File: src/rtl/i2c_regfile_if.sv
// Register-access bus between the I2C slave front end and the register file.
// The slave decodes I2C frames into address/strobe cycles; the register file answers with rdata.
interface i2c_regfile_if;
  logic       rw;
  logic [7:0] addr;
  logic       wen;
  logic [7:0] wdata;
  logic       rdata_used;
  logic [7:0] rdata;

  modport master (output rw, addr, wen, wdata, rdata_used, input rdata);
  modport slave  (input rw, addr, wen, wdata, rdata_used, output rdata);
endinterface

File: src/rtl/i2c_regfile.sv
// I2C-facing register file: eight general registers, a status/ID block and a
// mailbox FIFO toward the core, with a level interrupt for pending mail or overflow.
module i2c_regfile #(
  parameter int         FIFO_DEPTH = 4,
  parameter logic [7:0] ID_VALUE   = 8'hA5
) (
  input  logic              clk,
  input  logic              rst_n,
  i2c_regfile_if.slave      bus,
  output logic [63:0]       regs_out,
  output logic              fifo_valid,
  output logic [7:0]        fifo_data,
  input  logic              fifo_ready,
  output logic              irq
);

  localparam int PTR_W = (FIFO_DEPTH > 1) ? $clog2(FIFO_DEPTH) : 1;
  localparam logic [4:0] DEPTH_CNT = 5'(FIFO_DEPTH);

  localparam logic [7:0] ADDR_STATUS = 8'h08;
  localparam logic [7:0] ADDR_PUSH   = 8'h09;
  localparam logic [7:0] ADDR_ID     = 8'h0A;

  logic [7:0]       regs [8];
  logic [7:0]       mem  [FIFO_DEPTH];
  logic [PTR_W-1:0] head;
  logic [PTR_W-1:0] tail;
  logic [4:0]       count;
  logic             ovf;

  logic       full;
  logic       empty;
  logic       push_req;
  logic       push;
  logic       pop;
  logic       ovf_clear;
  logic [7:0] status;
  logic [7:0] rd_next;

  assign full      = (count == DEPTH_CNT);
  assign empty     = (count == 5'd0);
  assign push_req  = bus.wen && (bus.addr == ADDR_PUSH);
  assign push      = push_req && !full;
  assign pop       = !empty && fifo_ready;
  assign ovf_clear = bus.wen && (bus.addr == ADDR_STATUS) && bus.wdata[7];
  assign status    = {ovf, empty, full, count};

  // rw and rdata_used are carried on the bus for the slave's benefit only.
  logic unused_bus;
  assign unused_bus = ^{bus.rw, bus.rdata_used};

  // General registers R0..R7.
  always_ff @(posedge clk) begin
    if (!rst_n) begin
      for (int i = 0; i < 8; i++) regs[i] <= '0;
    end else if (bus.wen && (bus.addr[7:3] == 5'd0)) begin
      // NOTE: sequential state uses non-blocking assignment so every flop samples pre-edge values.
      regs[bus.addr[2:0]] <= bus.wdata;
    end
  end

  always_comb begin
    for (int i = 0; i < 8; i++) regs_out[i*8 +: 8] = regs[i];
  end

  // NOTE: mailbox storage is deliberately not reset; count/pointers alone define what is valid.
  always_ff @(posedge clk) begin
    if (push) mem[tail] <= bus.wdata;
  end

  always_ff @(posedge clk) begin
    if (!rst_n) begin
      head  <= '0;
      tail  <= '0;
      count <= '0;
    end else begin
      if (push) tail <= tail + 1'b1;
      if (pop)  head <= head + 1'b1;
      case ({push, pop})
        2'b10:   count <= count + 5'd1;
        2'b01:   count <= count - 5'd1;
        default: count <= count;
      endcase
    end
  end

  // Overflow is sticky; a same-cycle set beats a clear.
  always_ff @(posedge clk) begin
    if (!rst_n)                  ovf <= 1'b0;
    else if (push_req && full)   ovf <= 1'b1;
    else if (ovf_clear)          ovf <= 1'b0;
  end

  always_comb begin
    // NOTE: default first so every path assigns rd_next and no latch is inferred.
    rd_next = 8'h00;
    if (bus.addr[7:3] == 5'd0) begin
      rd_next = regs[bus.addr[2:0]];
    end else begin
      case (bus.addr)
        ADDR_STATUS: rd_next = status;
        ADDR_ID:     rd_next = ID_VALUE;
        default:     rd_next = 8'h00;
      endcase
    end
  end

  always_ff @(posedge clk) begin
    if (!rst_n) bus.rdata <= 8'h00;
    else        bus.rdata <= rd_next;
  end

  assign fifo_valid = !empty;
  assign fifo_data  = mem[head];
  assign irq        = fifo_valid || ovf;

endmodule

File: src/flat_wrapper.sv
// flat-port wrapper written by rule: the top's interface ports become plain ports
module i2c_regfile_flat 
#(
  parameter int         FIFO_DEPTH = 4,
  parameter logic [7:0] ID_VALUE   = 8'hA5
)
  (clk, rst_n, regs_out, fifo_valid, fifo_data, fifo_ready, irq, bus_rw, bus_addr, bus_wen, bus_wdata, bus_rdata_used, bus_rdata);
  i2c_regfile_if bus_i ();
  input  logic clk;
  input  logic rst_n;
  output logic [63:0] regs_out;
  output logic fifo_valid;
  output logic [7:0] fifo_data;
  input  logic fifo_ready;
  output logic irq;
  input wire logic [$bits(bus_i.rw)-1:0] bus_rw;
  input wire logic [$bits(bus_i.addr)-1:0] bus_addr;
  input wire logic [$bits(bus_i.wen)-1:0] bus_wen;
  input wire logic [$bits(bus_i.wdata)-1:0] bus_wdata;
  input wire logic [$bits(bus_i.rdata_used)-1:0] bus_rdata_used;
  output wire logic [$bits(bus_i.rdata)-1:0] bus_rdata;
  assign bus_i.rw = bus_rw;
  assign bus_i.addr = bus_addr;
  assign bus_i.wen = bus_wen;
  assign bus_i.wdata = bus_wdata;
  assign bus_i.rdata_used = bus_rdata_used;
  assign bus_rdata = bus_i.rdata;
  i2c_regfile #(.FIFO_DEPTH(FIFO_DEPTH), .ID_VALUE(ID_VALUE)) u_core (.clk(clk), .rst_n(rst_n), .bus(bus_i), .regs_out(regs_out), .fifo_valid(fifo_valid), .fifo_data(fifo_data), .fifo_ready(fifo_ready), .irq(irq));
endmodule
File: config.mk
export PLATFORM = sky130hd
export DESIGN_NAME = i2c_regfile_flat
export DESIGN_NICKNAME = d
export VERILOG_FILES = /design/src/rtl/i2c_regfile_if.sv /design/src/rtl/i2c_regfile.sv /design/src/flat_wrapper.sv
export SDC_FILE = /design/constraint.sdc
export NUM_CORES = 1
export LEC_CHECK = 0
export ABC_CLOCK_PERIOD_IN_PS = 5800
export CORE_MARGIN = 3
export CORE_UTILIZATION = 55
export DETAILED_ROUTE_END_ITERATION = 8
export PLACE_DENSITY = 0.84
export SYNTH_ARGS = -nofsm -noshare
export SYNTH_HDL_FRONTEND = slang
export SYNTH_SLANG_ARGS = --single-unit
export TNS_END_PERCENT = 5
File: constraint.sdc
create_clock -name clk -period 5.8 [get_ports clk]
set_input_delay 0.87 -clock clk [delete_from_list [all_inputs] [get_ports clk]]
set_output_delay 0.87 -clock clk [all_outputs]
set_load 0.01 [all_outputs]
==> out/metrics.cfg, run 1 <==
[grt]
grt_first_pass_wirelength_mm=21.9
use_met1_pct=33.1
grt_busiest_layer=met2
grtUsageTotal_pct=26.7
grt_pass1_vias=3924
antenna_found_initial=0
grt_max_degree=38
grtUsageMet2_pct=44.8
grt_use_met3_pct=6.86
grt-ovfl-total=0

[synthesis]
synth_compound_area_share_pct=6.62
async_flop_share_pct=0
ys_seq_area_share_pct=61.4
synth_area_um2=5350
synth_top_family_by_area=simple AND/OR/NAND/NOR gates
postSynthAreaPerCell_um2=13.4
synth_simple_gate_area_share_pct=17.3
mappedNetlistNets=429
yosysUniqueCellTypes=54
synth_adder_area_share_pct=1.87
synthesis.instances=399
ys.flop_type=edfxtp_1
muxShareOfSynthArea_pct=9.01
synth_edf_count=96
synth_xor_area_share_pct=0.819
yosys_warnings=0
yosys_register_bits=116

[timing]
finalMaxSlewViolations=0
setup_viol=0
fin_crit_sh_pct=69.8
skew_ps=7.58
grt_setup_unrepaired=false
period_needed_ps=4050
hold_viol=0
tightest_slew_ps=870
slew_headroom_pct=41.8
fmax_mhz=247
whs_ps=509
setup_tns_ps=0

[critical_path]
startpoint_type=primary input
arrival_ps=4490
slowest_delay_ps=610
critPathRequiredTime_ps=6240
reg2regPathDepth=11
slowest_stage=or4_4
path_buf_inv=2
worstSetupPathType=in -> reg
cpLargestDelayFamily=simple AND/OR/NAND/NOR gates
path_common_cell=ha_1
path_max_fanout=9
worstPathCellList=clkdlybuf4s50_1 > or4_4 > nor4_2 > and3_1 > inv_1 > ha_1 > ha_1 > o21ai_0 > or3_1 > a2111oi_0 > nand4b_1
crit_cells=11
crit_path_end_kind=register

[routing]
wl_per_cell_um=21.9
drc=0
vias_per_cell=6.10
ant_nets=0
firstDrtPassIters=6
drt_iter0_drc=303
finalWirelength_mm=14.0
vias=3890

[clocking]
cts_tree=done
clk_pin_slew_worst_paths_ps=60
postCtsSetupBuffers=0
post_cts_resized=0
cts-buffers-inserted=17
htree_levels=4
clk_latency_ps=510
cts_buffer_depth=2
cts_num_sinks=116
root_buffer=clkbuf_8
ctsHoldBuffers=0

[run]
cap_violations=0

[min_path]
hold_path_class=reg -> reg
worstHoldPathCells=2

[floorplanning]
dieArea_um2=10900
coreArea_um2=9330
ios=104
die_x_um=105
start_util_pct=57.3
rows=35
die_height_um=105

[finish]
syn2layout_area_growth_pct=31.7
antenna_cells=0
nNetsFinal=526
drive_gt1_share_pct=13.6

[pwr]
power_uw=2180
power.density_nw_per_um2=309
ir_drop_v=0.000181
p_leak_uw=0.00256

[status]
status=finished, final reports clean

[placement]
dp_hpwl_mm=9.24
place.gp.congestion=0.894
io_buffers=101

[cell usage after synthesis (all sizes together) (5+ instances only)]
master / instances / share of area (%)
nand2b: 9 / 1.1
and2: 55 / 6.4
edfxtp: 96 / 54
mux4: 10 / 4.2
nand2: 16 / 1.1
mux2: 13 / 2.7
nand3: 7 / 0.65
inv: 7 / 0.49
dfxtp: 20 / 7.5
ha: 8 / 1.9
o21ai: 17 / 1.6
mux2i: 11 / 2.1
nor2: 11 / 0.77
buf: 14 / 1.5
a22oi: 5 / 0.70
nor4: 5 / 1.4
nor3: 5 / 0.68
and3: 21 / 2.5
clkbuf: 14 / 0.98
a21oi: 7 / 0.65
[per-stage QoR]
| step | area (um^2) | worst slack, ps | utilization (%) | instances |
|---|---|---|---|---|
| final | 7050 | 1750 | 75.5 | 638 |
| after CTS | 7050 | 1800 | 75.5 | 638 |
| after global placement | 6430 | 1550 | 68.9 | 606 |
| after detailed placement | 6430 | 1330 | 68.9 | 606 |
| after floorplan | 5350 | 2070 | - | 399 |
| after global routing | 7050 | 1490 | 75.5 | 638 |
[power breakdown]
part           leakage [uW]  switching, uW  internal, uW  total [uW]
registers           0.00106           17.1           925         942
logic               0.00121           82.8          73.4         156
clock network      0.000296            379           703        1080
total               0.00256            479          1700        2180
[tightest hold or removal path, cell delays in order, from the launching register on]
cell and delay [ps]:
dfxtp_1 340, nand2_1 70, mux2i_1 50
[registers in the layout, summed over array words and instances (netlist names), named ones only]
signal	cells
u_core.count	5
u_core.mem	32
u_core.tail	2
u_core.bus.rdata	8
u_core.ovf	1
u_core.head	2
u_core.regs	64
[layer usage]
metal / vias to the layer above / wire length (um)
met4: 0 / 393
li1: 1705 / -
met2: 246 / 7130
met5: - / 0
met1: 1900 / 5200
met3: 39 / 1270
[final timing paths]
check	end	from	slack (ps)
setup reg to reg	u_core.count[4]$_SDFFE_PN0P_	u_core.count[0]$_SDFFE_PN0P_	2450
setup / recovery	u_core.count[4]$_SDFFE_PN0P_	bus_addr[4]	1750
hold / removal	u_core.tail[0]$_SDFFE_PN0P_	u_core.tail[0]$_SDFFE_PN0P_	510
hold reg to reg	u_core.tail[0]$_SDFFE_PN0P_	u_core.tail[0]$_SDFFE_PN0P_	510
[kinds of logic after synthesis]
| kind of cell | count (synthesis) |
|---|---|
| flops | 116 |
| xor+xnor | 5 |
| mux | 34 |
| simple gates | 148 |
| buf+inv | 36 |
| fa+ha+maj | 8 |
| compound gates | 52 |
[final cells by class]
class	count	area, um^2
Fill cell	571	2280
Timing Repair Buffer	106	1050
Multi-Input combinational cell	247	1900
Clock inverter	14	201
Tap cell	129	161
Inverter	8	30.0
Sequential cell	116	3280
Clock buffer	18	418
[placed cells by master (no fill, tap or decap), types with 3 or more instances in the layout]
cell type,n
clkdlybuf4s50_1,101
edfxtp_1,96
and2_1,55
and3_1,21
dfxtp_1,20
o21ai_0,17
nand2_1,16
clkbuf_16,16
mux2_2,13
nor2_1,11
mux2i_1,11
mux4_2,10
nand2b_1,9
ha_1,8
inv_1,7
a21oi_1,7
nand3_1,7
a22oi_1,5
buf_4,5
xor2_1,4
nor3_1,4
a222oi_1,4
a211oi_1,4
clkinv_4,4
bufinv_16,4
or3_1,3
nand4b_1,3
inv_6,3
(Power assumes the default switching activity.)
==> run 2, diff against run 1 <==
--- a/config.mk
+++ b/config.mk
@@ -5,11 +5,11 @@
 export SDC_FILE = /design/constraint.sdc
 export NUM_CORES = 1
 export LEC_CHECK = 0
-export ABC_CLOCK_PERIOD_IN_PS = 5800
+export ABC_CLOCK_PERIOD_IN_PS = 4100
 export CORE_MARGIN = 3
-export CORE_UTILIZATION = 55
+export CORE_UTILIZATION = 52
 export DETAILED_ROUTE_END_ITERATION = 8
-export PLACE_DENSITY = 0.84
+export PLACE_DENSITY = 0.8
 export SYNTH_ARGS = -nofsm -noshare
 export SYNTH_HDL_FRONTEND = slang
 export SYNTH_SLANG_ARGS = --single-unit
==> constraint.sdc (replaced) <==
create_clock -name clk -period 4.1 [get_ports clk]
set_input_delay 0.615 -clock clk [delete_from_list [all_inputs] [get_ports clk]]
set_output_delay 0.615 -clock clk [all_outputs]
set_load 0.01 [all_outputs]
==> run 2 against run 1 <==
  * Count of clock-buffer cells in the layout is 1 lower
  * Die area is 5.4% higher
  * Register-to-register slack worse by 1400 ps
  * Combinational power is 42% higher
  * Non-clock buffer count is 3 higher
  * Worst hold slack hardly changed
  * Sequential power is 41% higher
  * Clock power is 29% higher
  * Core utilization is 4.7 points lower
  * Largest power group unchanged
==> out/metrics.cfg, run 2 (synthesized netlist as in run 1, its figures left out) <==
[routing]
wl_per_cell_um=21.2  ; -3.3%
vias=3846  ; -1.1%
firstDrtPassIters=6  ; unchanged
vias_per_cell=5.96  ; -2.2%
ant_nets=0  ; unchanged
finalWirelength_mm=13.7  ; -2.3%
drc=0  ; unchanged
drt_iter0_drc=344  ; +14%

[pwr]
p_leak_uw=0.00254  ; -0.77%
power_uw=2940  ; +35%
ir_drop_v=0.000277  ; +53%
power.density_nw_per_um2=419  ; +35%

[timing]
fmax_mhz=293
grt_setup_unrepaired=false
slew_headroom_pct=50.6  ; +8.8 points
setup_tns_ps=0  ; unchanged
whs_ps=509  ; -0.145 ps
skew_ps=8.28  ; +0.704 ps
tightest_slew_ps=738  ; -132 ps
hold_viol=0  ; unchanged
finalMaxSlewViolations=0  ; unchanged
worst_slack_ps=692  ; -1060 ps
fin_crit_sh_pct=83.1
period_needed_ps=3410
setup_viol=0  ; unchanged

[grt]
grt-ovfl-total=0  ; unchanged
grt_pass1_vias=3845  ; -2.0%
grtUsageTotal_pct=24.3  ; -2.4 points
antenna_found_initial=0  ; unchanged
grt_max_degree=32  ; -16%
grt_first_pass_wirelength_mm=20.6  ; -5.9%

[finish]
fillers=661  ; +16%
nNetsFinal=529  ; +0.57%
top_regs=u_core.regs: 64 flops, u_core.mem: 32 flops, u_core.bus.rdata: 8 flops
seqCellArea_um2=3280  ; unchanged
regMostFlops=u_core.regs
layout_common_cells=clkdlybuf4s50_1 (101), edfxtp_1 (96), and2_1 (55)
layout_commonest_cell=clkdlybuf4s50_1
antenna_cells=0  ; unchanged
largest_reg_flops=64  ; unchanged
stdcell_count=645  ; +1.1%
syn2layout_area_growth_pct=31.2
multi_input_area_um2=1900  ; unchanged
drive_gt1_share_pct=14.3  ; +0.70 points

[clocking]
clk_latency_ps=510  ; about the same
post_cts_resized=0  ; unchanged
clk_pin_slew_worst_paths_ps=60  ; about the same
ctsHoldBuffers=0  ; unchanged
root_buffer=clkbuf_8
postCtsSetupBuffers=0  ; unchanged
htree_levels=4  ; unchanged
cts_tree=done
cts_num_sinks=116  ; unchanged
cts-buffers-inserted=17  ; unchanged
cts_buffer_depth=2  ; unchanged

[placement]
dp_hpwl_mm=9.47  ; +2.4%
dp_slack_ps=215  ; -1110 ps
post-place-cells=613  ; +1.2%
io_buffers=101  ; unchanged
place.gp.congestion=0.915  ; +2.3%

[min_path]
hold_path_class=reg -> reg

[floorplanning]
die_height_um=107  ; +2.7%
rows=36  ; +2.9%
die_x_um=107  ; +2.7%
coreArea_um2=9910  ; +6.2%
dieArea_um2=11500  ; +5.4%
ios=104  ; unchanged
start_util_pct=54.0  ; -3.4 points

[critical_path]
worstSetupPathType=in -> reg
startpoint_type=primary input
path_max_fanout=9  ; unchanged
critPathRequiredTime_ps=4550  ; -1690 ps
arrival_ps=3860  ; -630 ps
crit_path_end_kind=register

[run]
cap_violations=0  ; unchanged

[status]
status=finished, final reports clean

==> run 2: layer usage <==
layer / global-route usage (%) / up-vias / share of wire, % / wire length (um)
met2: 40.3 / 210 / 51 / 6990
met3: 6.06 / 25 / 7.9 / 1090
li1: - / 1709 / - / -
met5: 0 / - / 0 / 0
met4: 8.48 / 0 / 1.6 / 225
met1: 31.2 / 1902 / 39 / 5370
==> run 2: final timing paths <==
path	cells after the start	slack, ps	end	start
hold / removal	2	510	u_core.tail[0]$_SDFFE_PN0P_	u_core.tail[0]$_SDFFE_PN0P_
hold reg to reg	2	510	u_core.tail[0]$_SDFFE_PN0P_	u_core.tail[0]$_SDFFE_PN0P_
setup reg to reg	9	1030	u_core.count[4]$_SDFFE_PN0P_	u_core.count[0]$_SDFFE_PN0P_
setup / recovery	11	690	u_core.count[4]$_SDFFE_PN0P_	bus_addr[4]
==> run 2: stage by stage <==
| step | util [%] | cell area, um^2 |
|---|---|---|
| detailed placement | 65.1 | 6450 |
| finish | 70.8 | 7020 |
| floorplan | - | 5350 |
| CTS | 70.8 | 7020 |
| global route | 70.8 | 7020 |
| global placement | 65.1 | 6450 |
==> run 2: area by class of cell <==
type | count | share of cell area (%)
Sequential cell | 116 | 46.8
Multi-Input combinational cell | 247 | 27.1
Clock buffer | 17 | 5.90
Inverter | 8 | 0.428
Timing Repair Buffer | 109 | 15.3
Tap cell | 133 | 2.37
Clock inverter | 15 | 2.10
==> run 2: critical path, stage by stage <==
cell,delay (ps)
clkdlybuf4s50_1,400
or4_4,600
nor4_2,350
and3_1,230
inv_1,60
ha_1,300
ha_1,370
o21ai_0,100
or3_1,360
a2111oi_0,330
nand4b_1,150
==> run 2: power breakdown <==
part           internal (uW)  switching, uW
Clock                    817            570
Sequential              1310           24.1
Combinational            105            116
Total                   2230            710
